<file path="config.mk">
export PLATFORM = sky130hd
export DESIGN_NAME = interleaver_ctrl
export DESIGN_NICKNAME = d
export VERILOG_FILES = /design/src/rtl/interleaver_ctrl.sv
export SDC_FILE = /design/constraint.sdc
export NUM_CORES = 1
export LEC_CHECK = 0
export ABC_AREA = 1
export BUFFER_PORTS_ARGS = -buffer_cell sky130_fd_sc_hd__buf_4
export CAP_MARGIN = 10
export CELL_PAD_IN_SITES_DETAIL_PLACEMENT = 1
export CELL_PAD_IN_SITES_GLOBAL_PLACEMENT = 1
export CORE_MARGIN = 10
export CORE_UTILIZATION = 45
export DETAILED_ROUTE_END_ITERATION = 12
export GPL_ROUTABILITY_DRIVEN = 0
export PLACE_DENSITY = 0.91
export SLEW_MARGIN = 20
export SYNTH_ARGS = -nofsm -noshare
export SYNTH_HDL_FRONTEND = slang
export SYNTH_SLANG_ARGS = --single-unit
</file>
<file path="constraint.sdc">
create_clock -name clk -period 8.6 [get_ports clk]
set_clock_uncertainty 0.1 [all_clocks]
set_input_delay 0.43 -clock clk [delete_from_list [all_inputs] [get_ports clk]]
set_output_delay 0.43 -clock clk [all_outputs]
set_load 0.03 [all_outputs]
</file>
<file path="src/rtl/interleaver_ctrl.sv">
// rtl/interleaver_ctrl.sv - 802.11a interleaver buffer sequencer
// Writes serial coded bits at doubly-permuted addresses, drains 48 subcarrier groups, then clears.
module interleaver_ctrl #(
  parameter int NSC    = 48,
  parameter int ADDR_W = 9
) (
  input  logic              clk,
  input  logic              reset,
  input  logic [2:0]        cfg_bpsc,
  input  logic              in_valid,
  input  logic              in_bit,
  output logic              in_ready,
  output logic              ib_wr_en,
  output logic [ADDR_W-1:0] ib_wr_addr,
  output logic              ib_data_in,
  output logic              ib_rd_en,
  output logic [5:0]        ib_rd_addr,
  output logic [8:0]        ib_cap,
  output logic [2:0]        ib_bpsc,
  output logic              ib_clear,
  input  logic              ib_full,
  input  logic [5:0]        ib_data_out,
  output logic              out_valid,
  output logic [5:0]        out_data,
  output logic              out_last,
  input  logic              out_ready,
  output logic              cfg_err
);
  localparam logic [1:0] FILL  = 2'd0;
  localparam logic [1:0] DRAIN = 2'd1;
  localparam logic [1:0] CLR   = 2'd2;
  localparam logic [5:0] NSC6  = 6'(NSC);

  logic [1:0] state;
  logic [8:0] wr_cnt;
  logic [5:0] rd_cnt, grp_idx;
  logic [3:0] m;
  logic [4:0] d;
  logic [2:0] d_div3, bpsc_q;
  logic [1:0] d_mod3, m_mod3, j6_off;
  logic       cfg_ok, first_bit;
  logic [2:0] eff_bpsc;
  logic [4:0] bpsc_x3;
  logic [8:0] i_addr, g6, j6, j_addr;

  assign cfg_ok    = (cfg_bpsc == 3'd1) || (cfg_bpsc == 3'd2) || (cfg_bpsc == 3'd4) || (cfg_bpsc == 3'd6);
  assign first_bit = (state == FILL) && (wr_cnt == 9'd0);
  // The first bit of a symbol already needs its own bpsc, before bpsc_q can be loaded.
  assign eff_bpsc  = first_bit ? (cfg_ok ? cfg_bpsc : 3'd1) : bpsc_q;
  assign ib_bpsc   = eff_bpsc;
  assign ib_cap    = {1'b0, eff_bpsc, 5'd0} + {2'b0, eff_bpsc, 4'd0};

  assign in_ready   = (state == FILL) && (wr_cnt != ib_cap);
  assign ib_wr_en   = in_valid && in_ready;
  assign ib_data_in = in_bit;

  assign bpsc_x3 = {2'b0, eff_bpsc} + {1'b0, eff_bpsc, 1'b0};
  assign i_addr  = ({4'd0, bpsc_x3} * {5'd0, m}) + {4'd0, d};

  // bpsc=6 rotation: 3*(6m + d/3) + ((d mod 3) - (m mod 3)) mod 3, from running mod-3 counters
  assign g6     = {3'd0, m, 2'd0} + {4'd0, m, 1'b0} + {6'd0, d_div3};
  assign j6_off = (d_mod3 >= m_mod3) ? (d_mod3 - m_mod3) : (d_mod3 + 2'd3 - m_mod3);
  assign j6     = {g6[7:0], 1'b0} + g6 + {7'd0, j6_off};

  always_comb begin
    j_addr = i_addr;
    case (eff_bpsc)
      3'd4:    j_addr = {i_addr[8:1], i_addr[0] ^ m[0]};
      3'd6:    j_addr = j6;
      default: j_addr = i_addr;
    endcase
  end
  assign ib_wr_addr = j_addr[ADDR_W-1:0];

  assign ib_rd_en   = (state == DRAIN) && (rd_cnt < NSC6) && (!out_valid || out_ready);
  assign ib_rd_addr = rd_cnt;
  assign ib_clear   = (state == CLR);
  assign out_data   = ib_data_out;
  assign out_last   = out_valid && (grp_idx == NSC6 - 6'd1);

  always_ff @(posedge clk) begin
    if (reset) begin
      state     <= FILL;
      wr_cnt    <= '0;
      rd_cnt    <= '0;
      grp_idx   <= '0;
      m         <= '0;
      d         <= '0;
      d_div3    <= '0;
      d_mod3    <= '0;
      m_mod3    <= '0;
      bpsc_q    <= 3'd1;
      out_valid <= 1'b0;
      cfg_err   <= 1'b0;
    end else begin
      case (state)
        FILL: begin
          if (ib_wr_en) begin
            wr_cnt <= wr_cnt + 9'd1;
            if (first_bit) begin
              bpsc_q <= eff_bpsc;
              if (!cfg_ok) cfg_err <= 1'b1;
            end
            if (m == 4'd15) begin
              m      <= '0;
              m_mod3 <= '0;
              d      <= d + 5'd1;
              if (d_mod3 == 2'd2) begin
                d_mod3 <= '0;
                d_div3 <= d_div3 + 3'd1;
              end else begin
                d_mod3 <= d_mod3 + 2'd1;
              end
            end else begin
              m      <= m + 4'd1;
              m_mod3 <= (m_mod3 == 2'd2) ? 2'd0 : m_mod3 + 2'd1;
            end
          end
          if ((wr_cnt == ib_cap) && ib_full) state <= DRAIN;
        end
        DRAIN: begin
          if (out_valid && out_ready && out_last) state <= CLR;
        end
        CLR: begin
          wr_cnt <= '0;
          rd_cnt <= '0;
          m      <= '0;
          d      <= '0;
          d_div3 <= '0;
          d_mod3 <= '0;
          m_mod3 <= '0;
          state  <= FILL;
        end
        default: state <= FILL;
      endcase

      if (ib_rd_en) begin
        rd_cnt    <= rd_cnt + 6'd1;
        grp_idx   <= rd_cnt;
        out_valid <= 1'b1;
      end else if (out_ready) begin
        out_valid <= 1'b0;
      end
    end
  end
endmodule

</file>
# After elaboration in Yosys (flattened, before gate mapping)
# Index checks and enable logic that the tools add are counted.
classes:
  mul: 1
  reduce_logical: 25
  n_eq_ne: 19
  n_addsub: 17
  n_lt_le_gt_ge: 2
  bitwise_logic: 2
  mux: 31
ops:
  columns: ["op", "n"]
  rows:
  - ["9-bit one-hot mux with 2 select lines", 2]
  - ["2-bit 2-to-1 mux", 9]
  - ["3-bit 2-to-1 mux", 5]
  - ["3-bit equality test, second input constant", 4]
  - ["6-bit 2-to-1 mux", 2]
  - ["2-bit one-hot mux with 2 select lines", 3]
  - ["5-bit 2-to-1 mux", 2]
  - ["5-bit one-hot mux with 2 select lines", 1]
  - ["8-bit by 7-bit adder with 9-bit output", 1]
  - ["9-bit by 1-bit adder with 9-bit output, second input constant", 1]
  - ["9-bit by 2-bit adder with 9-bit output", 1]
  - ["9-bit by 5-bit adder with 9-bit output", 1]
  - ["9-bit by 8-bit adder with 9-bit output", 1]
  - ["9-bit equality test", 1]
  - ["1-bit logical AND", 9]
  - ["9-bit zero test", 1]
  - ["5-bit by 4-bit multiplier with 9-bit output", 1]
  - ["9-bit 2-to-1 mux", 1]
  - ["9-bit != test", 1]
  - ["7-bit by 3-bit adder with 8-bit output", 1]
  - ["4-bit 2-to-1 mux", 2]
  - ["2-bit by 1-bit != test with 1-bit output, second input constant", 4]
  - ["4-bit one-hot mux with 2 select lines", 1]
  - ["4-bit AND reduction", 2]
  - ["28 further kinds", 40]
totals:
  word_cells: 109
  out_inout_bits: 41
  input_bits: 15
  register_bits: 44

# Longest topological paths before layout
depth:
  word_depth: 12
  ltp_mapped: 31
  ltp_nobuf: 31

# Least setup slack after synthesis
# No wires, ideal clock.
synth_timing:
  kind: "reg-to-output"
  from: "register wr_cnt[0]"
  to: "output ib_wr_addr[7]"
  setup_slack_ns: 2.479
  n_path_buf: 0
  required_ns: 8.070
  path_stages_with_launch: 29
  arrival_ns: 5.591
  path_cell_list: "dfxtp_1 > inv_1 > ha_1 > nand2_1 > nor2_1 > nand2_1 > nand2_1 > nand2_2 > inv_1 > ha_1 > inv_1 > fa_1 > inv_1 > nand3_1 > nand2_1 > inv_1 > nor2_1 > fa_1 > fa_1 > inv_1 > fa_1 > inv_1 > ha_1 > a21oi_1 > o21ai_0 > a21o_1 > a21oi_1 > xor2_1 > o22ai_1"
synth_via:
  elab_chain_len: 7
  word_cells_on_any_way: 9
  cone_classes: "add/sub (2); mul (1); eq/ne (2); mux (2); reduce/logical (2)"
synth_lines:
  columns: ["item", "line_no", "text"]
  rows:
  - ["start: declaration", "35", "logic [8:0] wr_cnt;"]
  - ["start signal: assignment", "99", "wr_cnt <= wr_cnt + 9'd1;"]
  - ["9-bit zero test (*)", "47", "assign first_bit = (state == FILL) && (wr_cnt == 9'd0);"]
  - ["1-bit logical AND (*)", "47", null]
  - ["3-bit 2-to-1 mux (*)", "49", "assign eff_bpsc = first_bit ? (cfg_ok ? cfg_bpsc : 3'd1) : bpsc_q;"]
  - ["named net ib_bpsc[0]", "19", "output logic [2:0] ib_bpsc,"]
  - ["3-bit by 4-bit adder with 5-bit output", "57", "assign bpsc_x3 = {2'b0, eff_bpsc} + {1'b0, eff_bpsc, 1'b0};"]
  - ["5-bit by 4-bit multiplier with 9-bit output", "58", "assign i_addr = ({4'd0, bpsc_x3} * {5'd0, m}) + {4'd0, d};"]
  - ["9-bit by 5-bit adder with 9-bit output", "58", null]
  - ["9-bit one-hot mux with 2 select lines (*)", "67", "case (eff_bpsc)"]
  - ["end: declaration", "14", "output logic [ADDR_W-1:0] ib_wr_addr,"]
# Mark *: on every way through the listed nets, which the timed path passes. The rest lies on a longest branch.

# Worst setup path in the final report
layout_timing:
  from: "register wr_cnt[0]"
  to: "output ib_wr_addr[8]"
layout_via:
  elab_chain_len: 7
  word_cells_on_any_way: 9
  cone_classes: "add/sub (2); mul (1); eq/ne (2); mux (2); reduce/logical (2)"
layout_lines:
  columns: ["item", "line_no"]
  rows:
  - ["9-bit zero test (*)", "47"]
  - ["1-bit logical AND (*)", "47"]
  - ["3-bit 2-to-1 mux (*)", "49"]
  - ["3-bit by 4-bit adder with 5-bit output", "57"]
  - ["5-bit by 4-bit multiplier with 9-bit output", "58"]
  - ["9-bit by 5-bit adder with 9-bit output", "58"]
  - ["9-bit one-hot mux with 2 select lines (*)", "67"]
# Every way passes the cells marked *; elsewhere a longest branch is shown, timed or not.

==> flow_metrics.env <==
export IMPL_ff2ff_path_depth=23
export IMPL_grt_usage_pct=17.3
export IMPL_power_mw=0.680
export IMPL_syn_mean_instance_area_um2=7.10
export IMPL_syn_to_final_growth_pct=9.53
export IMPL_dieWidth_um=114
export IMPL_fp_dieH_um=114
export IMPL_cts_resized=0
export IMPL_crit_type="reg2out"
export IMPL_r2r_end="d[1]"
export IMPL_netlist_area_um2=3990
export IMPL_maxSlewViolCount=0
export IMPL_finalHoldViolCount=0
export IMPL_setup_viol=0
export IMPL_drt_pass1_iter_count=4
export IMPL_worstSetupEndpointType="output pin"
export IMPL_via_per_inst=5.34
export IMPL_whs_ns=0.326
export IMPL_worstHoldStart="out_ready"
export IMPL_min_period_over_period_pct=75.3
export IMPL_root_buffer="clkbuf_8"
export IMPL_place_area_um2=4260
export IMPL_critPathBufInv=8
export IMPL_crit_fanout=8
export IMPL_rrSetupSlack_ns=4.68
export IMPL_holdPathEnd="out_valid"
export IMPL_ys_warnings_count=0
export IMPL_cts_made_buffers=5
export IMPL_clockBufferDepth=2
export IMPL_crit_slowest_cell="fa_1"
export IMPL_hpwl_um=9050
export IMPL_grt_setup_unrepaired="false"
export IMPL_synthCells=562
export IMPL_insertedDiodeCount=0
export IMPL_tightestPinTransition_ns=0.684
export IMPL_cts_tree="yes"
export IMPL_vias=3720
export IMPL_finalSetupTns_ns=0
export IMPL_fp_row_count=34
export IMPL_async_flop_share_pct=0
export IMPL_wl_per_cell_um=16.1
export IMPL_powerDensity_nw_per_um2=156
export IMPL_wirelength_um=11200
export IMPL_htreeDepth=2
export IMPL_crit_start="wr_cnt[0]"
export IMPL_clk_pin_slew_worst_paths_ns=0.09
export IMPL_start_util_pct=46.0
export IMPL_crit_family="adder cells"
export IMPL_grt_pass1_wl_um=19000
export IMPL_grt_pass1_vias=4086
export IMPL_layout_commonest_cell="nand2_1"
export IMPL_cts_setup_buffers=0
export IMPL_ys_ff_latch=44
export IMPL_status="completed"
export IMPL_synthFlopType="dfxtp_1"
export IMPL_relSlewSlack_pct=54.0
export IMPL_critPathMaxStageDelay_ns=0.57
export IMPL_crit_arrival_ns=5.95
export IMPL_layout_drive_gt1_share_pct=10.2
export IMPL_clk_insertion_delay_late_ns=0.30
export IMPL_synthDistinctLibCells=38
export IMPL_placed_cells=688
export IMPL_fin_cells=696
export IMPL_cap_viol_max_count=0
export IMPL_p_leak_nw=2.16
export IMPL_layout_min_cycle_time_ns=6.48
export IMPL_yosysSeqAreaShare_pct=22.1
export IMPL_boundaryPins=56
export IMPL_hp_class="in2reg"
export IMPL_grt_max_degree=32
export IMPL_port_buffers=37
export IMPL_final_cell_area_um2=4370
export IMPL_critPathMostFrequentCell="nand2_1"
export IMPL_startpoint_type="flop"
export IMPL_antenna_found_initial=0
export IMPL_ir_worst_vdd_v=0.0000913
export IMPL_drcViolationCount=0
export IMPL_r2r_start="wr_cnt[0]"
export IMPL_worstHoldPathCells=4
export IMPL_gr_total_overflow=0
export IMPL_cts_hold_buffers=0
export IMPL_crit_cells=32
export IMPL_nNetsFinal=669
export IMPL_critPathRequiredTime_ns=8.07
export IMPL_fmax_ghz=0.154
export IMPL_ant_nets=0
export IMPL_die_area_um2=13000
export IMPL_synth_edf_count=0
export IMPL_cts_sinks=44
export IMPL_drt_iter0_drc=177
export IMPL_core_um2=8680
export IMPL_final_cell_mix="nand2_1 (107), inv_1 (89), nor2_1 (64)"
==> how the worst max path moves through the flow <==
stage	endpoint	slack (ns)
floorplan	ib_wr_addr[7]	2.48
detailed placement	ib_wr_addr[8]	2.46
CTS	ib_wr_addr[8]	2.11
global placement	ib_wr_addr[7]	2.83
finish	ib_wr_addr[8]	2.12
global route	ib_wr_addr[8]	1.68
==> cell families (layout without fill, tap and decap cells) <==
logic type / Yosys count / after routing / synth area share [%]
AND/OR/NAND/NOR: 228 / 228 / 24.6
buffers and inverters: 116 / 139 / 12.8
AO/OA/AOI/OAI: 82 / 82 / 11.2
adder cells (fa/ha/maj): 67 / 67 / 24.0
flip-flops: 44 / 44 / 22.1
XOR/XNOR: 24 / 24 / 5.27
other: 1 / 4 / 0.0940
==> worst register-to-register path, delay by kind of cell, from the launching register on <==
kind	cells	cell delay, ns
xor+xnor	1	0.20
flops	1	0.34
buf+inv	3	0.35
fa+ha+maj	3	0.94
simple gates	16	1.88
==> cell usage after synthesis, types with 2 or more instances <==
cell | number | area share (%)
nand2_1 | 107 | 10
inv_1 | 89 | 8.4
nor2_1 | 64 | 6.0
ha_1 | 51 | 16
a21oi_1 | 48 | 6.0
dfxtp_1 | 44 | 22
nand3_1 | 33 | 4.1
o21ai_0 | 20 | 2.5
xor2_1 | 17 | 3.7
fa_1 | 16 | 8.0
buf_4 | 12 | 2.3
xnor2_1 | 7 | 1.5
clkbuf_1 | 6 | 0.56
nor3_1 | 6 | 0.75
buf_6 | 4 | 1.1
nor2_2 | 4 | 0.63
clkinv_1 | 3 | 0.28
nand2_2 | 3 | 0.47
o22ai_1 | 3 | 0.47
a21o_1 | 2 | 0.38
nand2_4 | 2 | 0.56
nand4_1 | 2 | 0.31
nor4_1 | 2 | 0.31
o211ai_1 | 2 | 0.38
o31ai_1 | 2 | 0.38
==> layer usage <==
layer  vias up  share of wire [%]  global-route usage [%]
li1       1815                  -                       -
met1      1811                 40                    18.8
met2        74                 53                    32.5
met4         0                2.2                    6.27
met5         -                  0                       0
met3        20                4.7                    3.20
==> through the flow <==
stage | util, % | worst slack [ns]
after global routing | 50.4 | 1.68
final | 50.4 | 2.12
after CTS | 50.4 | 2.11
after global placement | 49.1 | 2.83
after floorplan | - | 2.48
after detailed placement | 49.1 | 2.46
==> power by group <==
group	switching, mW	leakage, nW	internal, mW
clock network	0.0755	0.0541	0.0860
logic	0.195	1.75	0.0964
registers	0.0126	0.356	0.215
total	0.283	2.16	0.397
==> registers in the layout, indices dropped and copies added (netlist names), 2 cells and up <==
name	flops
bpsc_q	3
d_mod3	2
m	4
state	2
wr_cnt	9
m_mod3	2
grp_idx	6
d	5
d_div3	3
ib_rd_addr	6
==> cell type report <==
cell class	count	area (µm²)
Inverter	93	349
Clock buffer	5	68.8
Tap cell	108	135
Fill cell	1169	4310
Multi-Input combinational cell	405	2610
Timing Repair Buffer	38	285
Sequential cell	44	881
Clock inverter	3	42.5
No activity file was read; power rests on OpenSTA's default activity.
